`src/rtl/pipe_cla_if.sv`:
```
// Operand/result handshake bundle for the pipelined carry-lookahead adder.
// master drives operands and out_ready; slave is the adder.
interface pipe_cla_if #(
  parameter int WIDTH = 32
) ();
  logic             in_valid;
  logic             in_ready;
  logic [WIDTH-1:0] a;
  logic [WIDTH-1:0] b;
  logic             cin;
  logic             sub;
  logic             sgn;
  logic             out_valid;
  logic             out_ready;
  logic [WIDTH-1:0] sum;
  logic             cout;
  logic             ofl;
  logic             zero;

  modport master (
    output in_valid, a, b, cin, sub, sgn, out_ready,
    input  in_ready, out_valid, sum, cout, ofl, zero
  );

  modport slave (
    input  in_valid, a, b, cin, sub, sgn, out_ready,
    output in_ready, out_valid, sum, cout, ofl, zero
  );
endinterface

```
`src/rtl/pipe_cla.sv`:
```
// Pipelined add/subtract: each stage adds WIDTH/STAGES bits with 4-bit group
// lookahead and hands its carry, partial sum and unused operand bits onward.
module pipe_cla #(
  parameter int WIDTH  = 32,
  parameter int STAGES = 2
) (
  input  logic      clk,
  input  logic      rst,
  pipe_cla_if.slave bus
);
  localparam int SW = WIDTH / STAGES;
  localparam int NG = SW / 4;

  logic             adv;
  logic [WIDTH-1:0] beff;
  logic             ceff;

  // The whole pipe moves together; it only freezes when a result is waiting.
  assign adv          = bus.out_ready | ~bus.out_valid;
  assign bus.in_ready = adv;
  assign beff         = bus.sub ? ~bus.b : bus.b;
  assign ceff         = bus.sub | bus.cin;

  // Group carries are flattened sum-of-products of the group P/G terms.
  function automatic logic [SW:0] cla_add(input logic [SW-1:0] x,
                                          input logic [SW-1:0] y,
                                          input logic          c0);
    logic [SW-1:0] g, p, s;
    logic [NG-1:0] gg, gp;
    logic [NG:0]   gc;
    logic [3:0]    pj, gj, bc;
    logic          t, term;
    g = x & y;
    p = x ^ y;
    s = '0;
    for (int j = 0; j < NG; j++) begin
      pj    = p[4*j +: 4];
      gj    = g[4*j +: 4];
      gp[j] = &pj;
      gg[j] = gj[3] | (pj[3] & gj[2]) | (pj[3] & pj[2] & gj[1])
            | (pj[3] & pj[2] & pj[1] & gj[0]);
    end
    gc[0] = c0;
    for (int j = 1; j <= NG; j++) begin
      t = c0;
      for (int i = 0; i < j; i++) t = t & gp[i];
      for (int i = 0; i < j; i++) begin
        term = gg[i];
        for (int m = i + 1; m < j; m++) term = term & gp[m];
        t = t | term;
      end
      gc[j] = t;
    end
    for (int j = 0; j < NG; j++) begin
      pj    = p[4*j +: 4];
      gj    = g[4*j +: 4];
      bc[0] = gc[j];
      bc[1] = gj[0] | (pj[0] & gc[j]);
      bc[2] = gj[1] | (pj[1] & gj[0]) | (pj[1] & pj[0] & gc[j]);
      bc[3] = gj[2] | (pj[2] & gj[1]) | (pj[2] & pj[1] & gj[0])
            | (pj[2] & pj[1] & pj[0] & gc[j]);
      s[4*j +: 4] = pj ^ bc;
    end
    return {gc[NG], s};
  endfunction

  for (genvar k = 0; k < STAGES; k++) begin : stg
    localparam int LO = k * SW;
    localparam int RW = WIDTH - LO;
    localparam int HI = LO + SW;

    logic [RW-1:0] src_a, src_b;
    logic          src_v, src_c, src_sub, src_sgn;
    logic [SW:0]   res;
    logic [HI-1:0] nsum;
    logic          v_q, c_q;
    logic [HI-1:0] sum_q;

    if (k == 0) begin : g_src
      assign src_a   = bus.a;
      assign src_b   = beff;
      assign src_c   = ceff;
      assign src_v   = bus.in_valid;
      assign src_sub = bus.sub;
      assign src_sgn = bus.sgn;
      assign nsum    = res[SW-1:0];
    end else begin : g_src
      assign src_a   = stg[k-1].g_rem.a_q;
      assign src_b   = stg[k-1].g_rem.b_q;
      assign src_c   = stg[k-1].c_q;
      assign src_v   = stg[k-1].v_q;
      assign src_sub = stg[k-1].g_rem.sub_q;
      assign src_sgn = stg[k-1].g_rem.sgn_q;
      assign nsum    = {res[SW-1:0], stg[k-1].sum_q};
    end

    assign res = cla_add(src_a[SW-1:0], src_b[SW-1:0], src_c);

    always_ff @(posedge clk) begin
      if (rst) begin
        v_q   <= 1'b0;
        c_q   <= 1'b0;
        sum_q <= '0;
      end else if (adv) begin
        v_q   <= src_v;
        c_q   <= res[SW];
        sum_q <= nsum;
      end
    end

    if (k < STAGES - 1) begin : g_rem
      logic [RW-SW-1:0] a_q, b_q;
      logic             sub_q, sgn_q;
      always_ff @(posedge clk) begin
        if (rst) begin
          a_q   <= '0;
          b_q   <= '0;
          sub_q <= 1'b0;
          sgn_q <= 1'b0;
        end else if (adv) begin
          a_q   <= src_a[RW-1:SW];
          b_q   <= src_b[RW-1:SW];
          sub_q <= src_sub;
          sgn_q <= src_sgn;
        end
      end
    end else begin : g_last
      logic ofl_n, zero_n, ofl_q, zero_q;
      // Unsigned subtract reports borrow, i.e. the inverted carry.
      assign ofl_n  = src_sgn ? ((src_a[RW-1] == src_b[RW-1]) & (res[SW-1] != src_a[RW-1]))
                              : (src_sub ? ~res[SW] : res[SW]);
      assign zero_n = ~|nsum;
      always_ff @(posedge clk) begin
        if (rst) begin
          ofl_q  <= 1'b0;
          zero_q <= 1'b0;
        end else if (adv) begin
          ofl_q  <= ofl_n;
          zero_q <= zero_n;
        end
      end
    end
  end

  assign bus.out_valid = stg[STAGES-1].v_q;
  assign bus.sum       = stg[STAGES-1].sum_q;
  assign bus.cout      = stg[STAGES-1].c_q;
  assign bus.ofl       = stg[STAGES-1].g_last.ofl_q;
  assign bus.zero      = stg[STAGES-1].g_last.zero_q;
endmodule

```
`src/flat_wrapper.sv`:
```
// flat-port wrapper written by rule: the top's interface ports become plain ports
module pipe_cla_flat 
#(
  parameter int WIDTH  = 32,
  parameter int STAGES = 2
)
  (clk, rst, bus_in_valid, bus_a, bus_b, bus_cin, bus_sub, bus_sgn, bus_out_ready, bus_in_ready, bus_out_valid, bus_sum, bus_cout, bus_ofl, bus_zero);
  pipe_cla_if #(.WIDTH(WIDTH)) bus_i ();
  input  logic clk;
  input  logic rst;
  input wire logic [$bits(bus_i.in_valid)-1:0] bus_in_valid;
  input wire logic [$bits(bus_i.a)-1:0] bus_a;
  input wire logic [$bits(bus_i.b)-1:0] bus_b;
  input wire logic [$bits(bus_i.cin)-1:0] bus_cin;
  input wire logic [$bits(bus_i.sub)-1:0] bus_sub;
  input wire logic [$bits(bus_i.sgn)-1:0] bus_sgn;
  input wire logic [$bits(bus_i.out_ready)-1:0] bus_out_ready;
  output wire logic [$bits(bus_i.in_ready)-1:0] bus_in_ready;
  output wire logic [$bits(bus_i.out_valid)-1:0] bus_out_valid;
  output wire logic [$bits(bus_i.sum)-1:0] bus_sum;
  output wire logic [$bits(bus_i.cout)-1:0] bus_cout;
  output wire logic [$bits(bus_i.ofl)-1:0] bus_ofl;
  output wire logic [$bits(bus_i.zero)-1:0] bus_zero;
  assign bus_i.in_valid = bus_in_valid;
  assign bus_i.a = bus_a;
  assign bus_i.b = bus_b;
  assign bus_i.cin = bus_cin;
  assign bus_i.sub = bus_sub;
  assign bus_i.sgn = bus_sgn;
  assign bus_i.out_ready = bus_out_ready;
  assign bus_in_ready = bus_i.in_ready;
  assign bus_out_valid = bus_i.out_valid;
  assign bus_sum = bus_i.sum;
  assign bus_cout = bus_i.cout;
  assign bus_ofl = bus_i.ofl;
  assign bus_zero = bus_i.zero;
  pipe_cla #(.WIDTH(WIDTH), .STAGES(STAGES)) u_core (.clk(clk), .rst(rst), .bus(bus_i));
endmodule
```
`config.mk`:
```
export PLATFORM = sky130hd
export DESIGN_NAME = pipe_cla_flat
export DESIGN_NICKNAME = d
export VERILOG_FILES = /design/src/rtl/pipe_cla_if.sv /design/src/rtl/pipe_cla.sv /design/src/flat_wrapper.sv
export SDC_FILE = /design/constraint.sdc
export NUM_CORES = 1
export LEC_CHECK = 0
export ABC_AREA = 1
export BUFFER_PORTS_ARGS = -buffer_cell sky130_fd_sc_hd__buf_2
export CAP_MARGIN = 20
export CORE_UTILIZATION = 40
export CTS_CLUSTER_SIZE = 16
export DETAILED_ROUTE_END_ITERATION = 12
export GPL_TIMING_DRIVEN = 1
export PLACE_DENSITY = 0.72
export SLEW_MARGIN = 20
export SYNTH_ARGS = -nofsm -noshare
export SYNTH_HDL_FRONTEND = slang
export SYNTH_SLANG_ARGS = --single-unit
```
`constraint.sdc`:
```
create_clock -name clk -period 2.6 [get_ports clk]
set_input_delay 0.26 -clock clk [delete_from_list [all_inputs] [get_ports clk]]
set_output_delay 0.26 -clock clk [all_outputs]
set_load 0.05 [all_outputs]
```
==> results by stage, run 1 <==
Placement:
- The number of I/O port buffers is 107.
- The congestion estimate from routability-driven global placement came to 0.849.
- The detailed placement HPWL is 8850 um.
- The placed instances occupy a cell area of 5880 um^2.

Synth:
- The post-synthesis register bit count is 88.
- The count of unique library cells instantiated by Yosys is 36.
- The Yosys warning count is 0.
- When the netlist entered floorplanning its net count stood at 775.
- By area the synthesized netlist is led by sky130_fd_sc_hd__dfxtp_1 35%, sky130_fd_sc_hd__ha_1 8.1%, sky130_fd_sc_hd__o21ai_0 8.1%, sky130_fd_sc_hd__nor2_1 7.1%, sky130_fd_sc_hd__nand2_1 6.1%.
- The predominant post-synthesis flop cell is sky130_fd_sc_hd__dfxtp_1.
- The area share of the largest cell type after synthesis is 35.5%.
- The number of enable flip-flop cells after synthesis is 0.
- In the synthesized netlist the async set-or-reset flop fraction comes to 0%.
- A synthesized cell averages 7.48 um^2.
- The mapped netlist covers 4960 um^2.
- The gate count after technology mapping is 664.
- The sequential area share after synthesis is 35.5%.
- The library cell occupying the most area in the post-synthesis netlist is sky130_fd_sc_hd__dfxtp_1.

STA:
- Measured against its own limit, the worst slew margin works out to 61.1%.
- The worst clock skew is 0.00699 ns.
- Setup repair after global routing could not meet its margin everywhere.
- The final setup slack of the worst path is -0.0116 ns.
- The number of hold violations in the final report is 0.
- The final critical path takes up 100% of the cycle.
- The number of pins exceeding their max-slew limit in the final report is 0.
- The final critical delay including setup and external delays is 2.61 ns.
- Hold is met by 0.134 ns.
- For the pin with the worst max-slew slack, the measured transition is 0.583 ns.
- Setup violations remaining at the end of the flow were counted as 1.
- Static timing analysis puts the maximum clock frequency at 383 MHz.

Power and ir drop:
- The design draws 4.27 mW.
- Net switching is 35.0% of the power.
- The clock network accounts for 31.1% of the total power.
- Across the VDD grid, the largest voltage drop is 0.000282 V.
- Of the total power, combinational logic draws 30.8%.
- The cell leakage power is 3.09 nW.
- The portion of total power attributed to sequential cells is 38.1%.
- The net switching component of the power is 1.50 mW.
- Dividing total power by cell area gives a power density of 673 nW/um^2.
- The cell-internal power is 2.77 mW.

Setup path:
- The arrival time reported for the critical path endpoint is 2.89 ns.
- On the critical path, the stage with the largest delay is an instance of sky130_fd_sc_hd__fa_1.
- The critical path capture point type is a register.
- Among cell families on the critical path, the largest total delay comes from simple AND/OR/NAND/NOR gates.
- Traced cell by cell, the critical path runs through ha_4 -> nand2_2 -> nor2_1 -> nor2_2 -> nand2_1 -> nand2_1 -> nand3_1 -> fa_1 -> nor3_2 -> nand2_1 -> nor2_2 -> nand3_1 -> nor2_1 -> nand3_1 -> nor2_1 -> nand4_1 -> a21oi_1.
- The nature of the critical path startpoint is a register.
- On the worst path, the slowest cell contributes a delay of 0.55 ns.
- The critical path buffer and inverter count is 0.
- The type of the setup path with the least slack is register to register.
- The maximum fanout count along the critical path is 4.
- The required time reported for the critical path endpoint is 2.88 ns.

CTS:
- Counting every sink on the clock net gives 88.
- The largest buffer count on any clock path is 2.
- The clock insertion delay at the later pin of the skew report is 0.34 ns.
- Buffers inserted during clock tree synthesis total 9.
- Clock-pin slew was measured on the worst setup and hold paths at 0.07 ns.
- In this run the clock root is driven by a sky130_fd_sc_hd__clkbuf_16.
- After clock tree synthesis, the flow added hold-fix buffers numbering 0.
- The clock tree synthesis step divided the H-tree into 3 levels.
- The CTS tree is built.

Status:
- The final reports fail on setup timing.
- The run finished, with violations left.

Floorplan:
- The chip width is 113 um.
- The vertical die dimension is 113 um.
- The die covers 12900 um^2.
- The I/O pin count is 108.
- The area of the core region is 12100 um^2.
- The initial standard-cell utilization of the core is 41.2%.
- After floorplanning, the core was divided into 40 placement rows.

Route:
- Before antenna repair, the detailed router went through 5 iterations.
- The DRC violation total after the first TritonRoute iteration is 271.
- The number of design rule violations left after detail routing is 0.
- Dividing the detail-routed via count by the number of cells gives 4.85.
- The total wirelength of the detailed-routed design is 12200 um.
- The average wire length per cell after detail routing is 12.7 um.
- The detail route stage leaves a number of antenna-violating nets equal to 0.
- The vias after detailed routing is 4658.

Cells and area:
- After the last flow step, the layout net total stands at 899.
- The final antenna diode count is 0.
- The ratio of cells with drive above 1 in the final layout is 25.9%.
- Cells fill 52.6% of the core in the end.
- Fill cells in the final layout number 1151.
- The final standard cell area without fillers is 6340 um^2.
- The synthesis-to-finish area growth is 27.8%.

GRT:
- The first global-routing pass estimated 19700 um of wire.
- The number of global-route vias before repair was 4196.
- The initial antenna violation count is 0.
- Summed over all layers, the global routing overflow is 0.
- Entering global routing, the biggest net connects 47 pins.
- Global routing used 19.4% of the available tracks across all layers.

Run:
- The number of maximum-capacitance violations is 0.

Hold path:
- The min-delay analysis places its worst path in the category primary input to register.
==> cell families (layout without fill, tap and decap cells) <==
| group | after synthesis | after routing | share of synthesized area (%) |
|---|---|---|---|
| simple gates | 236 | 236 | 20.6 |
| buf+inv | 96 | 225 | 7.43 |
| flops | 88 | 88 | 35.5 |
| fa+ha+maj | 40 | 40 | 11.3 |
| compound gates | 159 | 159 | 17.2 |
| xor+xnor | 45 | 45 | 7.94 |
==> worst reg2reg max path, cell delays in order, from the launching register on <==
cell                      delay [ns]
sky130_fd_sc_hd__dfxtp_2        0.34
sky130_fd_sc_hd__ha_4           0.25
sky130_fd_sc_hd__nand2_2        0.06
sky130_fd_sc_hd__nor2_1         0.04
sky130_fd_sc_hd__nor2_2         0.11
sky130_fd_sc_hd__nand2_1        0.11
sky130_fd_sc_hd__nand2_1        0.08
sky130_fd_sc_hd__nand3_1        0.12
sky130_fd_sc_hd__fa_1           0.55
sky130_fd_sc_hd__nor3_2         0.17
sky130_fd_sc_hd__nand2_1        0.08
sky130_fd_sc_hd__nor2_2         0.09
sky130_fd_sc_hd__nand3_1        0.07
sky130_fd_sc_hd__nor2_1         0.10
sky130_fd_sc_hd__nand3_1        0.08
sky130_fd_sc_hd__nor2_1         0.10
sky130_fd_sc_hd__nand4_1        0.09
sky130_fd_sc_hd__a21oi_1        0.12
==> layer usage <==
metal  part of all wire (%)  GRT usage, %  vias up
met5                      0             0        -
met4                   0.85          5.26        0
met3                    4.1          4.20        7
met2                     46          31.2      104
met1                     49          26.2     2111
li1                       -             -     2436
==> worst paths after layout <==
kind	from	cells past startpoint	end	slack, ns
setup reg to reg	u_core.stg[0].g_rem.b_q[3]	17	u_core.bus.zero	-0.01
setup / recovery	u_core.stg[0].g_rem.b_q[3]	17	u_core.bus.zero	-0.01
hold / removal	bus_a[30]	3	u_core.stg[0].g_rem.a_q[14]	0.13
hold reg to reg	u_core.stg[0].v_q	2	u_core.stg[0].v_q	0.46
==> placed cells by master (no fill, tap or decap), types with 7 or more instances in the layout <==
cell                        instances
sky130_fd_sc_hd__o21bai_1           7
sky130_fd_sc_hd__o21ai_0           80
sky130_fd_sc_hd__xor2_1            20
sky130_fd_sc_hd__clkbuf_16          9
sky130_fd_sc_hd__inv_1             58
sky130_fd_sc_hd__nor2_1            92
sky130_fd_sc_hd__nand3_1           28
sky130_fd_sc_hd__dfxtp_1           80
sky130_fd_sc_hd__nand4_1           10
sky130_fd_sc_hd__buf_4             38
sky130_fd_sc_hd__ha_4               8
sky130_fd_sc_hd__nand2_1           78
sky130_fd_sc_hd__buf_2            107
sky130_fd_sc_hd__dfxtp_2            8
sky130_fd_sc_hd__xnor2_1           25
sky130_fd_sc_hd__fa_1               8
sky130_fd_sc_hd__ha_1              24
sky130_fd_sc_hd__a21oi_1           53
sky130_fd_sc_hd__o211ai_1           9
==> state kept, by name (all words and copies together) (netlist names), 16 cells and up <==
signal	count
u_core.bus.sum	32
u_core.stg.g_rem.a_q	16
u_core.stg.g_rem.b_q	16
u_core.stg.sum_q	16
==> power by group through the flow <==
stage | clock network (mW) | registers, mW | logic (mW)
floorplan | 0 | 1.86 | 0.662
global placement | 0 | 1.64 | 1.26
detailed placement | 0 | 1.64 | 1.27
CTS | 1.34 | 1.62 | 1.30
global route | 1.40 | 1.64 | 1.45
finish | 1.33 | 1.63 | 1.32
==> synth_stat cells, types with 4 or more instances <==
cell	count
sky130_fd_sc_hd__nor2_1	94
sky130_fd_sc_hd__dfxtp_1	88
sky130_fd_sc_hd__nand2_1	81
sky130_fd_sc_hd__o21ai_0	80
sky130_fd_sc_hd__inv_1	59
sky130_fd_sc_hd__a21oi_1	53
sky130_fd_sc_hd__ha_1	32
sky130_fd_sc_hd__nand3_1	30
sky130_fd_sc_hd__clkbuf_1	28
sky130_fd_sc_hd__xnor2_1	25
sky130_fd_sc_hd__xor2_1	20
sky130_fd_sc_hd__nand4_1	10
sky130_fd_sc_hd__o211ai_1	9
sky130_fd_sc_hd__fa_1	8
sky130_fd_sc_hd__o21bai_1	7
sky130_fd_sc_hd__and3_1	5
sky130_fd_sc_hd__buf_2	4
sky130_fd_sc_hd__nor2_2	4
==> repair_timing <==
item,CTS,global route
setup endpoints to repair,1,1
pin swaps,7,4
hold endpoints to repair,0,0
resized for setup,11,15
buffers inserted,2,1
==> stage by stage <==
stage	TNS, ns	instances	setup WS [ns]
final	-0.0116	961	-0.0116
after detailed placement	-0.184	942	-0.184
after global placement	-0.0573	942	-0.0573
after floorplan	0	664	0.00472
after global routing	-0.303	961	-0.303
after CTS	-0.107	960	-0.107
==> cell type report <==
class / instances / area [um^2] / share of cell area [%]
sequential: 88 / 1770 / 27.9
inverter: 63 / 236 / 3.73
clock inverter: 7 / 80.1 / 1.26
multi-input combinational: 480 / 2980 / 47.0
timing repair buffer: 146 / 841 / 13.3
tap: 168 / 210 / 3.31
clock buffer: 9 / 225 / 3.55
Power figures use the tool's default switching activity.
==> run 2: changes to the inputs <==
--- a/config.mk
+++ b/config.mk
@@ -6,13 +6,14 @@
 export NUM_CORES = 1
 export LEC_CHECK = 0
 export ABC_AREA = 1
-export BUFFER_PORTS_ARGS = -buffer_cell sky130_fd_sc_hd__buf_2
+export ABC_CLOCK_PERIOD_IN_PS = 2600
 export CAP_MARGIN = 20
 export CORE_UTILIZATION = 40
 export CTS_CLUSTER_SIZE = 16
 export DETAILED_ROUTE_END_ITERATION = 12
+export DONT_BUFFER_PORTS = 1
 export GPL_TIMING_DRIVEN = 1
-export PLACE_DENSITY = 0.72
+export PLACE_DENSITY = 0.64
 export SLEW_MARGIN = 20
 export SYNTH_ARGS = -nofsm -noshare
 export SYNTH_HDL_FRONTEND = slang
==> run 2 against run 1 <==
  * The run ends with hold timing, setup timing left
  * Clock skew is 0.0031 ns higher
  * First-iteration DRC count up 4.1%
  * Critical endpoint unchanged
  * Setup slack got worse by 0.17 ns
  * Largest cell class unchanged
  * Fmax fell by 6.2%
  * Register-to-register slack got worse by 0.17 ns
  * Critical path type unchanged
  * Via count down 6.3%
==> results by stage, run 2 (synthesized netlist as in run 1, its figures left out) <==
Hold path:
- In this run the most critical hold path is launched from rst.
- The path class of the tightest hold or removal check is primary input to register.
- Counting instances, the worst hold path has a depth of 1.
- The hold path endpoint is u_core.bus.zero.

Floorplan:
- The area of the core region is 12100 um^2.
- The vertical die dimension is 113 um.
- The initial utilization of the core area, before any placement, comes to 41.2%.
- The I/O pin count is 108.
- The number of rows created at floorplan is 40.
- Measured along the x axis, the die boundary spans 113 um.
- The area of the die is 12900 um^2.

STA:
- Measured against its own limit, the worst slew margin works out to 61.9%.
- The number of hold violations in the final report is 1.
- For the finished layout, the period the worst path requires is 2.78 ns.
- The upper clock frequency limit is 359 MHz.
- The final-layout worst hold slack is -0.0271 ns.
- The number of pins exceeding their max-slew limit in the final report is 0.
- The worst clock skew is 0.0101 ns.
- The actual transition at the worst max-transition pin is 0.571 ns.
- The final period utilization is 107%.
- Setup repair after global routing could not meet its margin everywhere.
- Setup violations remaining at the end of the flow were counted as 1.
- Setup slack on the critical path of the routed design comes to -0.184 ns.
- The final total negative setup slack is -0.184 ns.

Power and ir drop:
- The portion of total power attributed to sequential cells is 46.3%.
- The cell-internal power is 2.62 mW.
- Across the VDD grid, the largest voltage drop is 0.000349 V.
- The cell leakage power is 2.62 nW.
- For this design the total switching power over the nets is 1.44 mW.
- The portion of total power attributed to combinational logic is 22.8%.
- For this design the ratio of total power to cell area is 701 nW/um^2.
- The power share of the clock group is 31.0%.
- In this run switching power makes up 35.5% of total power.
- Summing internal, switching and leakage power gives 4.06 mW.

Setup path:
- The type of the setup path with the least slack is register to register.
- The signal on the critical path passes through ha_4 -> nand2_2 -> nand2_2 -> nor2_4 -> nand2_2 -> nand3_2 -> nand4_1 -> fa_1 -> inv_2 -> nand2_1 -> nor3_1 -> nand2_1 -> nor2_2 -> nand3_1 -> nor2_1 -> nand3_1 -> nor2_1 -> nand4_1 -> a21oi_1.
- The number of cells on the worst reg-to-reg path is 19.
- The family of cells with the greatest summed delay on the critical path is simple AND/OR/NAND/NOR gates.
- The master of the slowest instance on the critical path is sky130_fd_sc_hd__fa_1.
- The endpoint of the worst-slack reg-to-reg timing path is u_core.bus.zero.
- STA classifies the critical path startpoint as a register.
- The arrival time reported for the critical path endpoint is 3.07 ns.
- The maximum fanout count along the critical path is 4.
- In this design, the critical path's most frequently occurring cell is sky130_fd_sc_hd__nand2_2.
- The reg-to-reg critical path startpoint is u_core.stg[0].g_rem.a_q[3].
- The largest single stage delay on the critical path is 0.51 ns.
- The worst register-to-register path has a setup slack of -0.18 ns.
- The required time reported for the critical path endpoint is 2.88 ns.
- The critical path buffer and inverter count is 1.
- STA classifies the critical path endpoint as a register.

Route:
- After detailed routing, the average wire length per cell comes to 13.9 um.
- The DRC violation total after the first TritonRoute iteration is 282.
- The number of design rule violations left after detail routing is 0.
- The per-cell via count in the routed design is 5.15.
- The number of antenna-violating nets in the routed design is 0.
- The final route contains 4366 vias.
- The number of optimization iterations in the first detailed-route pass is 7.
- The total wirelength of the detailed-routed design is 11800 um.

CTS:
- After clock tree synthesis, the flow added hold-fix buffers numbering 1.
- The clock transition at the registers of the reported paths is 0.07 ns.
- The H-tree was split into 3 levels.
- The clock passes through at most 2 buffers.
- The tree is rooted in a sky130_fd_sc_hd__clkbuf_16.
- TritonCTS built the clock tree.
- The number of buffers inserted during clock tree synthesis is 9.
- The clock net sink count is 88.
- For the worst-skew pair, the clock arrives at the later sink with an insertion delay of 0.35 ns.

Run:
- The number of maximum-capacitance violations is 0.

Status:
- The run finished, with violations left.
- The checks that failed: hold timing, setup timing.

Cells and area:
- In the final layout, the share of cells above drive strength 1 is 14.6%.
- The flip-flop count of the largest register after layout is 32.
- In the layout the commonest cells are 92 x sky130_fd_sc_hd__nor2_1, 80 x sky130_fd_sc_hd__o21ai_0, 77 x sky130_fd_sc_hd__dfxtp_1, 75 x sky130_fd_sc_hd__nand2_1, 57 x sky130_fd_sc_hd__inv_1.
- Excluding fillers, the count of instances in the completed layout stands at 848.
- The leading cell type in the layout, fill and taps excluded is sky130_fd_sc_hd__nor2_1.
- The filler cell count in the final layout is 1156.
- Registers take 1780 um^2.
- The layout net count is 786.
- The synthesis-to-finish area growth is 16.8%.
- The repair_antennas step left the layout with diodes totalling 0.
- The multi-input logic area is 3000 um^2.

Placement:
- After detailed placement, the design holds a cell count of 823.
- The detailed placement HPWL is 8470 um.
- Port buffering added 0 buffers.
- The final RePlAce weighted congestion is 0.832.

GRT:
- The number of global-route vias before repair came to 4125.
- Entering global routing, the biggest net connects 63 pins.
- The first global-routing pass estimated 19500 um of wire.
- The initial antenna violation count is 0.
- The overflow left after global routing is 0.
- The overall global routing resource usage is 19.2%.
-- run 2: power groups by stage --
stage / clock (mW) / combinational, mW / sequential, mW
2_1_floorplan: 0 / 0.662 / 1.86
6_report: 1.26 / 0.926 / 1.88
3_5_place_dp: 0 / 0.865 / 1.90
3_3_place_gp: 0 / 0.847 / 1.89
5_1_grt: 1.35 / 1.06 / 1.90
4_1_cts: 1.29 / 0.882 / 1.87
-- run 2: routing by layer --
| metal | vias up | GRT usage [%] | part of all wire, % |
|---|---|---|---|
| li1 | 2213 | - | - |
| met1 | 2022 | 23.3 | 43 |
| met2 | 120 | 33.0 | 49 |
| met3 | 11 | 5.10 | 6.3 |
| met4 | 0 | 6.67 | 1.4 |
| met5 | - | 0 | 0 |
-- run 2: worst max-delay path by stage --
stage	startpoint	end	depth (start not counted)
after floorplan	u_core.stg[0].g_rem.b_q[2]	u_core.bus.zero	19
after global placement	u_core.stg[0].g_rem.b_q[2]	u_core.bus.zero	19
after detailed placement	u_core.stg[0].g_rem.b_q[2]	u_core.bus.zero	19
after CTS	u_core.stg[0].g_rem.a_q[2]	u_core.bus.zero	19
after global routing	u_core.stg[0].g_rem.a_q[3]	u_core.bus.zero	19
final	u_core.stg[0].g_rem.a_q[3]	u_core.bus.zero	19
-- run 2: repair_timing --
action	CTS	global route
endpoints found under the hold margin	2	1
resized for setup	8	27
setup buffers	2	6
endpoints found under the setup margin	1	1
pin swaps	5	18
-- run 2: through the flow --
stage	setup WS (ns)	cell area, um^2	util [%]
6_report	-0.184	5800	48.1
3_3_place_gp	-0.115	5280	43.7
4_1_cts	-0.132	5620	46.6
2_1_floorplan	0.00472	4980	-
3_5_place_dp	-0.244	5280	43.7
5_1_grt	-0.446	5800	48.1
-- run 2: area by class of cell --
class | count | share of cell area (%)
Inverter | 63 | 4.08
Sequential cell | 88 | 30.6
Timing Repair Buffer | 33 | 4.96
Multi-Input combinational cell | 480 | 51.7
Clock inverter | 6 | 0.863
Clock buffer | 10 | 4.12
Tap cell | 168 | 3.63
-- run 2: worst register-to-register path: stages, from the launching register on --
cell	delay [ns]
sky130_fd_sc_hd__dfxtp_2	0.34
sky130_fd_sc_hd__ha_4	0.26
sky130_fd_sc_hd__nand2_2	0.07
sky130_fd_sc_hd__nand2_2	0.06
sky130_fd_sc_hd__nor2_4	0.11
sky130_fd_sc_hd__nand2_2	0.08
sky130_fd_sc_hd__nand3_2	0.07
sky130_fd_sc_hd__nand4_1	0.13
sky130_fd_sc_hd__fa_1	0.51
sky130_fd_sc_hd__inv_2	0.07
sky130_fd_sc_hd__nand2_1	0.05
sky130_fd_sc_hd__nor3_1	0.16
sky130_fd_sc_hd__nand2_1	0.08
sky130_fd_sc_hd__nor2_2	0.11
sky130_fd_sc_hd__nand3_1	0.07
sky130_fd_sc_hd__nor2_1	0.13
sky130_fd_sc_hd__nand3_1	0.08
sky130_fd_sc_hd__nor2_1	0.11
sky130_fd_sc_hd__nand4_1	0.08
sky130_fd_sc_hd__a21oi_1	0.15
